[src/rtl/dr_pkg.sv]
// Dual-rail coding helpers and FSM state types shared by the dual-rail FIFO blocks.
// One data bit travels on a rail pair: [1] = true rail, [0] = false rail.
package dr_pkg;

  localparam logic [1:0] DR_T    = 2'b10;
  localparam logic [1:0] DR_F    = 2'b01;
  localparam logic [1:0] DR_NULL = 2'b00;
  localparam logic [1:0] DR_ILL  = 2'b11;

  typedef enum logic {
    IN_WAIT_DATA,
    IN_WAIT_SPACER
  } in_state_t;

  typedef enum logic [1:0] {
    OUT_IDLE,
    OUT_WAIT_ACK,
    OUT_WAIT_REL
  } out_state_t;

  // Binary bit -> rail pair.
  function automatic logic [1:0] dr_encode(input logic b);
    return b ? DR_T : DR_F;
  endfunction

  // Rail pair -> binary bit; only meaningful for a valid codeword pair.
  function automatic logic dr_decode(input logic [1:0] p);
    return (p == DR_T);
  endfunction

  // Exactly one rail high.
  function automatic logic dr_is_codeword(input logic [1:0] p);
    return (p == DR_T) || (p == DR_F);
  endfunction

  // Both rails low.
  function automatic logic dr_is_spacer(input logic [1:0] p);
    return (p == DR_NULL);
  endfunction

  // Both rails high: never legal on the wire.
  function automatic logic dr_has_illegal(input logic [1:0] p);
    return (p == DR_ILL);
  endfunction

endpackage

[src/rtl/est_sync_fifo_mem.sv]
// Binary storage for the dual-rail FIFO: DEPTH x WIDTH circular buffer with
// wrapping pointers, occupancy count and a reset-time token preload.
// Caller guarantees push only when not full and pop only when not empty.
module est_sync_fifo_mem #(
  parameter int unsigned      WIDTH        = 4,
  parameter int unsigned      DEPTH        = 4,
  parameter int unsigned      RESET_TOKENS = 1,
  parameter logic [WIDTH-1:0] RESET_VALUE  = '0
) (
  input  logic                     clk,
  input  logic                     rst_n,
  input  logic                     push,
  input  logic [WIDTH-1:0]         wdata,
  input  logic                     pop,
  output logic [WIDTH-1:0]         rdata,
  output logic [$clog2(DEPTH):0]   count
);

  localparam int unsigned      AW      = $clog2(DEPTH);
  localparam int unsigned      CW      = AW + 1;
  localparam logic [AW-1:0]    WR_INIT = AW'(RESET_TOKENS % DEPTH);
  localparam logic [CW-1:0]    CNT_INIT = CW'(RESET_TOKENS);

  logic [WIDTH-1:0] mem_q [DEPTH];
  logic [WIDTH-1:0] mem_d [DEPTH];
  logic [AW-1:0]    wr_ptr_q, wr_ptr_d;
  logic [AW-1:0]    rd_ptr_q, rd_ptr_d;
  logic [CW-1:0]    count_q, count_d;

  // Next-state for storage, pointers and occupancy.
  always_comb begin
    mem_d    = mem_q;
    wr_ptr_d = wr_ptr_q;
    rd_ptr_d = rd_ptr_q;
    count_d  = count_q;
    if (push) begin
      mem_d[wr_ptr_q] = wdata;
      wr_ptr_d        = wr_ptr_q + 1'b1;
    end
    if (pop) begin
      rd_ptr_d = rd_ptr_q + 1'b1;
    end
    case ({push, pop})
      2'b10:   count_d = count_q + 1'b1;
      2'b01:   count_d = count_q - 1'b1;
      default: count_d = count_q;
    endcase
  end

  // State registers; reset re-applies the preload tokens at the head of the buffer.
  always_ff @(posedge clk or negedge rst_n) begin
    if (!rst_n) begin
      for (int unsigned i = 0; i < DEPTH; i++) begin
        mem_q[i] <= ((i + 1) <= RESET_TOKENS) ? RESET_VALUE : '0;
      end
      wr_ptr_q <= WR_INIT;
      rd_ptr_q <= '0;
      count_q  <= CNT_INIT;
    end else begin
      mem_q    <= mem_d;
      wr_ptr_q <= wr_ptr_d;
      rd_ptr_q <= rd_ptr_d;
      count_q  <= count_d;
    end
  end

  assign rdata = mem_q[rd_ptr_q];
  assign count = count_q;

endmodule

[src/rtl/est_sync_dr_fifo.sv]
// Clocked dual-rail FIFO: 4-phase return-to-zero handshakes on both sides,
// binary storage inside, sticky detection of illegal (11) rail pairs on input.
module est_sync_dr_fifo
  import dr_pkg::*;
#(
  parameter int unsigned      WIDTH        = 4,
  parameter int unsigned      DEPTH        = 4,
  parameter int unsigned      RESET_TOKENS = 1,
  parameter logic [WIDTH-1:0] RESET_VALUE  = '0
) (
  input  logic                   clk,
  input  logic                   rst_n,
  input  logic [2*WIDTH-1:0]     data_in,
  output logic                   ack_ant,
  output logic [2*WIDTH-1:0]     data_out,
  input  logic                   ack_next,
  output logic [$clog2(DEPTH):0] count,
  output logic                   err_illegal
);

  localparam int unsigned   CW         = $clog2(DEPTH) + 1;
  localparam logic [CW-1:0] FULL_COUNT = CW'(DEPTH);
  localparam logic [2*WIDTH-1:0] SPACER = {WIDTH{DR_NULL}};

  in_state_t          in_state_q, in_state_d;
  out_state_t         out_state_q, out_state_d;
  logic               ack_ant_q, ack_ant_d;
  logic               err_q, err_d;
  logic [2*WIDTH-1:0] data_out_q, data_out_d;

  logic               in_codeword, in_spacer, in_illegal;
  logic [WIDTH-1:0]   in_word;
  logic [WIDTH-1:0]   head_word;
  logic [2*WIDTH-1:0] head_rails;
  logic               push, pop;
  logic               full, not_empty;

  est_sync_fifo_mem #(
    .WIDTH        (WIDTH),
    .DEPTH        (DEPTH),
    .RESET_TOKENS (RESET_TOKENS),
    .RESET_VALUE  (RESET_VALUE)
  ) u_mem (
    .clk   (clk),
    .rst_n (rst_n),
    .push  (push),
    .wdata (in_word),
    .pop   (pop),
    .rdata (head_word),
    .count (count)
  );

  // Full is judged on the pre-pop count, so a push never lands on the pop edge of a full FIFO.
  assign full      = (count == FULL_COUNT);
  assign not_empty = (count != '0);

  // Classify the input word, decode it to binary and encode the FIFO head onto rails.
  always_comb begin
    in_codeword = 1'b1;
    in_spacer   = 1'b1;
    in_illegal  = 1'b0;
    in_word     = '0;
    head_rails  = '0;
    for (int unsigned i = 0; i < WIDTH; i++) begin
      in_codeword = in_codeword & dr_is_codeword(data_in[2*i +: 2]);
      in_spacer   = in_spacer   & dr_is_spacer(data_in[2*i +: 2]);
      in_illegal  = in_illegal  | dr_has_illegal(data_in[2*i +: 2]);
      in_word[i]  = dr_decode(data_in[2*i +: 2]);
      head_rails[2*i +: 2] = dr_encode(head_word[i]);
    end
  end

  // Input handshake: capture a complete codeword, then wait for the return to spacer.
  always_comb begin
    in_state_d = in_state_q;
    ack_ant_d  = ack_ant_q;
    err_d      = err_q;
    push       = 1'b0;
    case (in_state_q)
      IN_WAIT_DATA: begin
        if (in_illegal) begin
          err_d = 1'b1;
        end else if (in_codeword && !full) begin
          push       = 1'b1;
          ack_ant_d  = 1'b1;
          in_state_d = IN_WAIT_SPACER;
        end
      end
      IN_WAIT_SPACER: begin
        if (in_spacer) begin
          ack_ant_d  = 1'b0;
          in_state_d = IN_WAIT_DATA;
        end
      end
      default: begin
        ack_ant_d  = 1'b0;
        in_state_d = IN_WAIT_DATA;
      end
    endcase
  end

  // Output handshake: present the head, pop it on ack, hold spacer until ack is released.
  always_comb begin
    out_state_d = out_state_q;
    data_out_d  = data_out_q;
    pop         = 1'b0;
    case (out_state_q)
      OUT_IDLE: begin
        if (not_empty) begin
          data_out_d  = head_rails;
          out_state_d = OUT_WAIT_ACK;
        end
      end
      OUT_WAIT_ACK: begin
        if (ack_next) begin
          pop         = 1'b1;
          data_out_d  = SPACER;
          out_state_d = OUT_WAIT_REL;
        end
      end
      OUT_WAIT_REL: begin
        if (!ack_next) begin
          out_state_d = OUT_IDLE;
        end
      end
      default: begin
        data_out_d  = SPACER;
        out_state_d = OUT_IDLE;
      end
    endcase
  end

  // Handshake state and registered outputs.
  always_ff @(posedge clk or negedge rst_n) begin
    if (!rst_n) begin
      in_state_q  <= IN_WAIT_DATA;
      out_state_q <= OUT_IDLE;
      ack_ant_q   <= 1'b0;
      err_q       <= 1'b0;
      data_out_q  <= SPACER;
    end else begin
      in_state_q  <= in_state_d;
      out_state_q <= out_state_d;
      ack_ant_q   <= ack_ant_d;
      err_q       <= err_d;
      data_out_q  <= data_out_d;
    end
  end

  assign ack_ant     = ack_ant_q;
  assign data_out    = data_out_q;
  assign err_illegal = err_q;

endmodule

[config.mk]
export PLATFORM = sky130hd
export DESIGN_NAME = est_sync_dr_fifo
export DESIGN_NICKNAME = d
export VERILOG_FILES = /design/src/rtl/dr_pkg.sv /design/src/rtl/est_sync_fifo_mem.sv /design/src/rtl/est_sync_dr_fifo.sv
export SDC_FILE = /design/constraint.sdc
export NUM_CORES = 1
export LEC_CHECK = 0
export ABC_AREA = 1
export CAP_MARGIN = 0
export CORE_ASPECT_RATIO = 1.75
export CORE_UTILIZATION = 45
export DETAILED_ROUTE_END_ITERATION = 12
export HOLD_SLACK_MARGIN = 0.12
export PLACE_DENSITY_LB_ADDON = 0.08
export SYNTH_ARGS = -nofsm -noshare
export SYNTH_HDL_FRONTEND = slang
export SYNTH_SLANG_ARGS = --single-unit
[constraint.sdc]
create_clock -name clk -period 2.2 [get_ports clk]
set_input_delay 0.44 -clock clk [delete_from_list [all_inputs] [get_ports clk]]
set_output_delay 0.44 -clock clk [all_outputs]
set_load 0.05 [all_outputs]
# Word-level counts from Yosys, hierarchy flattened
# Index checks and enable logic that the tools add are counted.
# Widths: inputs -> output; s select.
# classes
addsub	4
n_mux	29
bitwise_logic	13
n_lt_le_gt_ge	3
n_eq_ne	23
n_reduce_logical	18
# ops
op	n
$pmux 8 s3	1
$eq 2x2->1 const B	10
$bwmux 16	1
$mux 8	2
$mux 2	7
$eq 2x1->1 const B	6
$mux 4	3
$logic_not 2->1	5
$ne 2x2->1 const B	5
$mux 1	9
$reduce_and 3->1	3
$bmux 4 s2	1
$demux 4 s2	1
$and 1x1->1	6
$ge 3x3->1 const B	2
$not 2->3	2
$pmux 2 s3	1
$pmux 3 s2	1
$add 2x1->2 const B	2
$logic_or 1x1->1	4
$pmux 1 s2	2
$add 3x1->3 const B	1
$eq 3x3->1 const B	1
$lt 3x1->1 const B	1
other kinds (9)	13
# word_totals
register_bits	36
output_inout_bits	13

# Longest topological paths before layout
# logic_depth
word_depth	11
ltp_mapped	12
ltp_nobuf	11

# Hierarchy
# Synthesis repeated with hierarchy kept, for this count alone.
# hier_totals
cells_unflattened	219
area_unflattened_um2	1931.9
# by_module_without_submodules
module	seq_area_each_um2	area_per_inst_um2	cells_per_inst	instances
est_sync_fifo_mem	578.1	1124.8	125	1
est_sync_dr_fifo	325.3	807.0	94	1

# Worst setup path after synthesis
# No wires, ideal clock.
# synth_timing
path_kind	reg-to-reg
startpoint	reg u_mem.count_q[2], in the netlist u_mem.count[2]
endpoint	reg u_mem.count_q[2], in the netlist u_mem.count[2]
arrival_time_ns	2.110
required_time_ns	2.069
n_path_buf	1
setup_time_ns	0.131
synth_period_minus_slack_ns	2.241
setup_slack_ns	-0.041
stages_incl_launch_ff	12
cell_sequence	dfrtp_1 > inv_2 > nor2_4 > nor2_8 > buf_8 > nand2_4 > ha_1 > inv_1 > fa_1 > a21oi_1 > o21ai_0 > xor2_1
# synth_via
elab_chain_cells	8
elab_cells_between_ends	12
# synth_rtl
element	line_no	source
start, declared	est_sync_fifo_mem.sv:28	logic [CW-1:0] count_q, count_d;
start signal, assigned	est_sync_fifo_mem.sv:63	count_q <= count_d;
$eq 3x3->1	est_sync_dr_fifo.sv:54	assign full = (count == FULL_COUNT);
$logic_not 1->1	est_sync_dr_fifo.sv:83	end else if (in_codeword && !full) begin
$logic_and 1x1->1	est_sync_dr_fifo.sv:83	
$mux 1	est_sync_dr_fifo.sv:83	
$mux 1	est_sync_dr_fifo.sv:81	if (in_illegal) begin
$mux 1	est_sync_dr_fifo.sv:79	case (in_state_q)
$eq 2x1->1 or $eq 2x2->1 (tied branches)	est_sync_fifo_mem.sv:43	case ({push, pop})
$pmux 3 s2 or $reduce_bool 2->1 (tied branches)	-	
# Parallel ways exist; a longest one is shown, timed or not.
# A chain may end at the register's enable or synchronous reset.

# Final worst setup path
# layout_timing
startpoint	reg u_mem.count_q[0], in the netlist u_mem.count[0]
endpoint	out count[0]
# layout_lines
element	line_no	source
end, declared	est_sync_dr_fifo.sv:17	output logic [$clog2(DEPTH):0] count,
# No word-level cell between the ends.

==> impl_metrics.sql <==
INSERT INTO impl_metrics (metric_group, metric, value, unit) VALUES
('run_status', 'run_status', 'complete, no violations', ''),
('critical_path', 'timing.critical_path.buf_inv', '1', ''),
('pwr', 'ir_drop', '1140', 'µV'),
('critical_path', 'timing.critical_path.fanout_max', '3', ''),
('grt', 'first_global_vias', '1627', ''),
('floorplan', 'ioPinCount', '24', ''),
('pwr', 'cell_internal_power', '1.69', 'mW'),
('routing', 'drtIter0Drc', '27', ''),
('clocking', 'cts_max_level', '2', ''),
('pwr', 'p_seq_share', '34.8', '%'),
('grt', 'grt_antenna_before_repair', '0', ''),
('floorplan', 'floorplan_row_count', '32', ''),
('pwr', 'power.share.switching', '45.4', '%'),
('routing', 'totalWireLength', '4.15', 'mm'),
('cells_and_area', 'mostFrequentLayoutCell', 'sky130_fd_sc_hd__nand2_1', ''),
('placed_design', 'routability_congestion_estimate', '0.750', ''),
('critical_path', 'timing.setup.critical_path_class', 'reg2out', ''),
('floorplan', 'design.core.area', '4400', 'µm²'),
('flow_run', 'cap_viol_max_count', '0', ''),
('pwr', 'clockPowerShare', '15.5', '%'),
('cells_and_area', 'final_design_area_no_fill', '2650', 'µm²'),
('placed_design', 'dp_hpwl', '3.19', 'mm'),
('critical_path', 'critical_path_s_largest_stage_delay', '0.80', 'ns'),
('yosys', 'netlist_instances', '239', ''),
('timing', 'grt_setup_unrepaired', 'no', ''),
('cells_and_area', 'areaGrowthSynthToFinish', '27.8', '%'),
('pwr', 'power.density_cell_area', '1170', 'nW/µm²'),
('worst_hold_path', 'worst_hold_path_type', 'reg2reg', ''),
('timing', 'setup-tns-final', '0', 'ns'),
('clocking', 'postCtsHoldBufs', '0', ''),
('cells_and_area', 'final_stage_net_count', '312', ''),
('grt', 'grt_overflow_total', '0', ''),
('pwr', 'p_switching', '1.40', 'mW'),
('critical_path', 'cp-end-kind', 'primary output', ''),
('timing', 'worst_hold_slack_across_all_endpoints', '0.465', 'ns'),
('timing', 'finalHoldViolCount', '0', ''),
('cells_and_area', 'most-common-layout-cells', '67 x sky130_fd_sc_hd__nand2_1, 32 x sky130_fd_sc_hd__dfrtp_1, 22 x sky130_fd_sc_hd__buf_4, 21 x sky130_fd_sc_hd__nand3_1, 20 x sky130_fd_sc_hd__inv_1', ''),
('critical_path', 'worst-endpoint-required', '1.76', 'ns'),
('placed_design', 'placement.cell_area', '2470', 'µm²'),
('clocking', 'reg_clk_slew_reported_paths', '0.07', 'ns'),
('critical_path', 'worstPathArrival', '1.64', 'ns'),
('clocking', 'cts_made_buffers', '5', ''),
('yosys', 'post_synth_num_cell_types', '29', ''),
('grt', 'global_route_wire_length_before_repair', '7.04', 'mm'),
('routing', 'route.detailed.vias_per_inst', '4.97', ''),
('timing', 'max_slew_margin', '64.7', '%'),
('routing', 'drc_errors', '0', ''),
('yosys', 'synth_seq_cells', '36', ''),
('routing', 'routed-via-count', '1664', ''),
('cells_and_area', 'layout-drive-gt1-share', '22.2', '%'),
('clocking', 'clk_root_buffer_cell', 'sky130_fd_sc_hd__clkbuf_8', ''),
('yosys', 'synth_sequential_area_ratio', '43.5', '%'),
('routing', 'drtAntennaViolNets', '0', ''),
('clocking', 'cts-root-to-sink-buffers', '2', ''),
('critical_path', 'critPathSlowestCell', 'sky130_fd_sc_hd__clkdlybuf4s50_1', ''),
('grt', 'gr-usage-all-layers', '19.8', '%'),
('floorplan', 'die_h', '91.9', 'µm'),
('cells_and_area', 'antennaDiodeCount', '0', ''),
('placed_design', 'numPortBuffers', '23', ''),
('grt', 'grt_start_max_net_pins', '37', ''),
('pwr', 'power.leakage', '1.33', 'nW'),
('floorplan', 'die-width', '53.4', 'µm'),
('yosys', 'post_synth_instance_area', '2080', 'µm²'),
('timing', 'pin_slew_with_the_least_headroom_to_its_limit', '0.529', 'ns'),
('yosys', 'synth.net_count', '268', ''),
('critical_path', 'cp_cell_sequence', 'clkdlybuf4s50_1', ''),
('timing', 'fin_skew', '0.00644', 'ns'),
('pwr', 'combPwrFrac', '49.8', '%'),
('clocking', 'clock_insertion_delay_worst_skew', '0.29', 'ns'),
('floorplan', 'floorplan.initialDensity', '47.2', '%'),
('yosys', 'synth.avg_cell_area', '8.69', 'µm²');
## final cells by class
class	instances	area [µm²]
clock buffer	8	90.1
fill	425	1750
inverter	29	109
sequential	36	906
multi-input combinational	166	1080
timing repair buffer	45	400
tap	51	63.8
## cells in the mapped netlist
cell | n | area [µm²]
sky130_fd_sc_hd__a21o_1 | 1 | 7.51
sky130_fd_sc_hd__nand3_1 | 21 | 105
sky130_fd_sc_hd__inv_2 | 6 | 22.5
sky130_fd_sc_hd__o31ai_1 | 1 | 7.51
sky130_fd_sc_hd__ha_1 | 17 | 213
sky130_fd_sc_hd__nor2_1 | 5 | 18.8
sky130_fd_sc_hd__dfstp_2 | 2 | 52.6
sky130_fd_sc_hd__dfrtp_1 | 34 | 851
sky130_fd_sc_hd__buf_2 | 4 | 20.0
sky130_fd_sc_hd__nand4_1 | 18 | 113
sky130_fd_sc_hd__o211ai_1 | 6 | 45.0
sky130_fd_sc_hd__nand2_1 | 68 | 255
sky130_fd_sc_hd__o21bai_2 | 1 | 11.3
sky130_fd_sc_hd__nand2_4 | 1 | 11.3
sky130_fd_sc_hd__fa_1 | 1 | 20.0
sky130_fd_sc_hd__a21oi_1 | 1 | 5.00
sky130_fd_sc_hd__xor2_1 | 3 | 26.3
sky130_fd_sc_hd__inv_1 | 23 | 86.3
sky130_fd_sc_hd__nor2_2 | 1 | 6.26
sky130_fd_sc_hd__nand2_2 | 2 | 12.5
sky130_fd_sc_hd__xnor2_1 | 1 | 8.76
sky130_fd_sc_hd__buf_4 | 3 | 22.5
sky130_fd_sc_hd__nor2_4 | 1 | 11.3
sky130_fd_sc_hd__nand3_2 | 1 | 10.0
sky130_fd_sc_hd__nor2_8 | 1 | 20.0
sky130_fd_sc_hd__nand3_4 | 2 | 35.0
sky130_fd_sc_hd__buf_8 | 1 | 15.0
sky130_fd_sc_hd__o21ai_1 | 3 | 15.0
sky130_fd_sc_hd__o21ai_0 | 10 | 50.1
## power by group through the flow
stage / logic (mW) / clock network (mW) / registers (mW)
2_1_floorplan: 0.796 / 0 / 1.36
3_3_place_gp: 1.48 / 0 / 1.09
3_5_place_dp: 1.50 / 0 / 1.09
4_1_cts: 1.53 / 0.497 / 1.08
5_1_grt: 1.70 / 0.530 / 1.11
6_report: 1.54 / 0.479 / 1.08
## registers in the layout (all words and copies together) (netlist names)
register / cells
data_out: 8
u_mem.count: 3
u_mem.wr_ptr_q: 2
err_illegal: 1
u_mem.mem_q: 16
u_mem.rd_ptr_q: 2
in_state_q: 1
out_state_q: 2
ack_ant: 1
## logic make-up after synthesis
kind of cell | share of synthesized area [%]
AOI/OAI and AO/OA | 6.81
adders and majority gates | 11.2
xor gates and xnor gates | 1.69
and+or+nand+nor | 28.8
buffers and inverters | 8.01
DFF | 43.5
## final timing paths
| path | cells past startpoint | from | slack, ns | endpoint |
|---|---|---|---|---|
| setup / recovery | 1 | u_mem.count[0]$_DFFE_PN1P_ | 0.12 | count[0] |
| min in group asynchronous | 2 | rst_n | 0.57 | out_state_q[0]$_DFFE_PN0P_ |
| setup reg to reg | 11 | u_mem.count[1]$_DFFE_PN0P_ | 0.31 | u_mem.count[2]$_DFFE_PN0P_ |
| hold reg to reg | 1 | err_illegal$_DFFE_PN0P_ | 0.46 | err_illegal$_DFFE_PN0P_ |
| max in group asynchronous | 2 | rst_n | 1.28 | u_mem.wr_ptr_q[0]$_DFFE_PN1P_ |
| hold / removal | 1 | err_illegal$_DFFE_PN0P_ | 0.46 | err_illegal$_DFFE_PN0P_ |
## metrics by stage
stage	setup slack (ns)	utilization [%]	total power, mW	instances
CTS	0.000307	58.9	3.11	334
finish	0.123	60.3	3.10	335
global route	0.0826	60.3	3.35	335
detailed placement	-0.412	56.0	2.59	325
global placement	-0.382	56.0	2.57	325
floorplan	0.0328	-	2.15	239
## per-layer routing
metal  track usage [%]  wire length (µm)  share of wire (%)  up-vias
met5                 0                 0                  0        -
met4              9.21                87                2.1        0
met3              3.48                73                1.8        6
met2              36.6              2380                 57       24
met1              20.0              1600                 39      763
li1                  -                 -                  -      871
## repair_timing
item                                    CTS  global route
buffers inserted                          1             1
resized for setup                        12            14
endpoints found under the setup margin    2             3
pin swaps                                 5             5
cloned                                    0             0
Power figures use the tool's default switching activity.
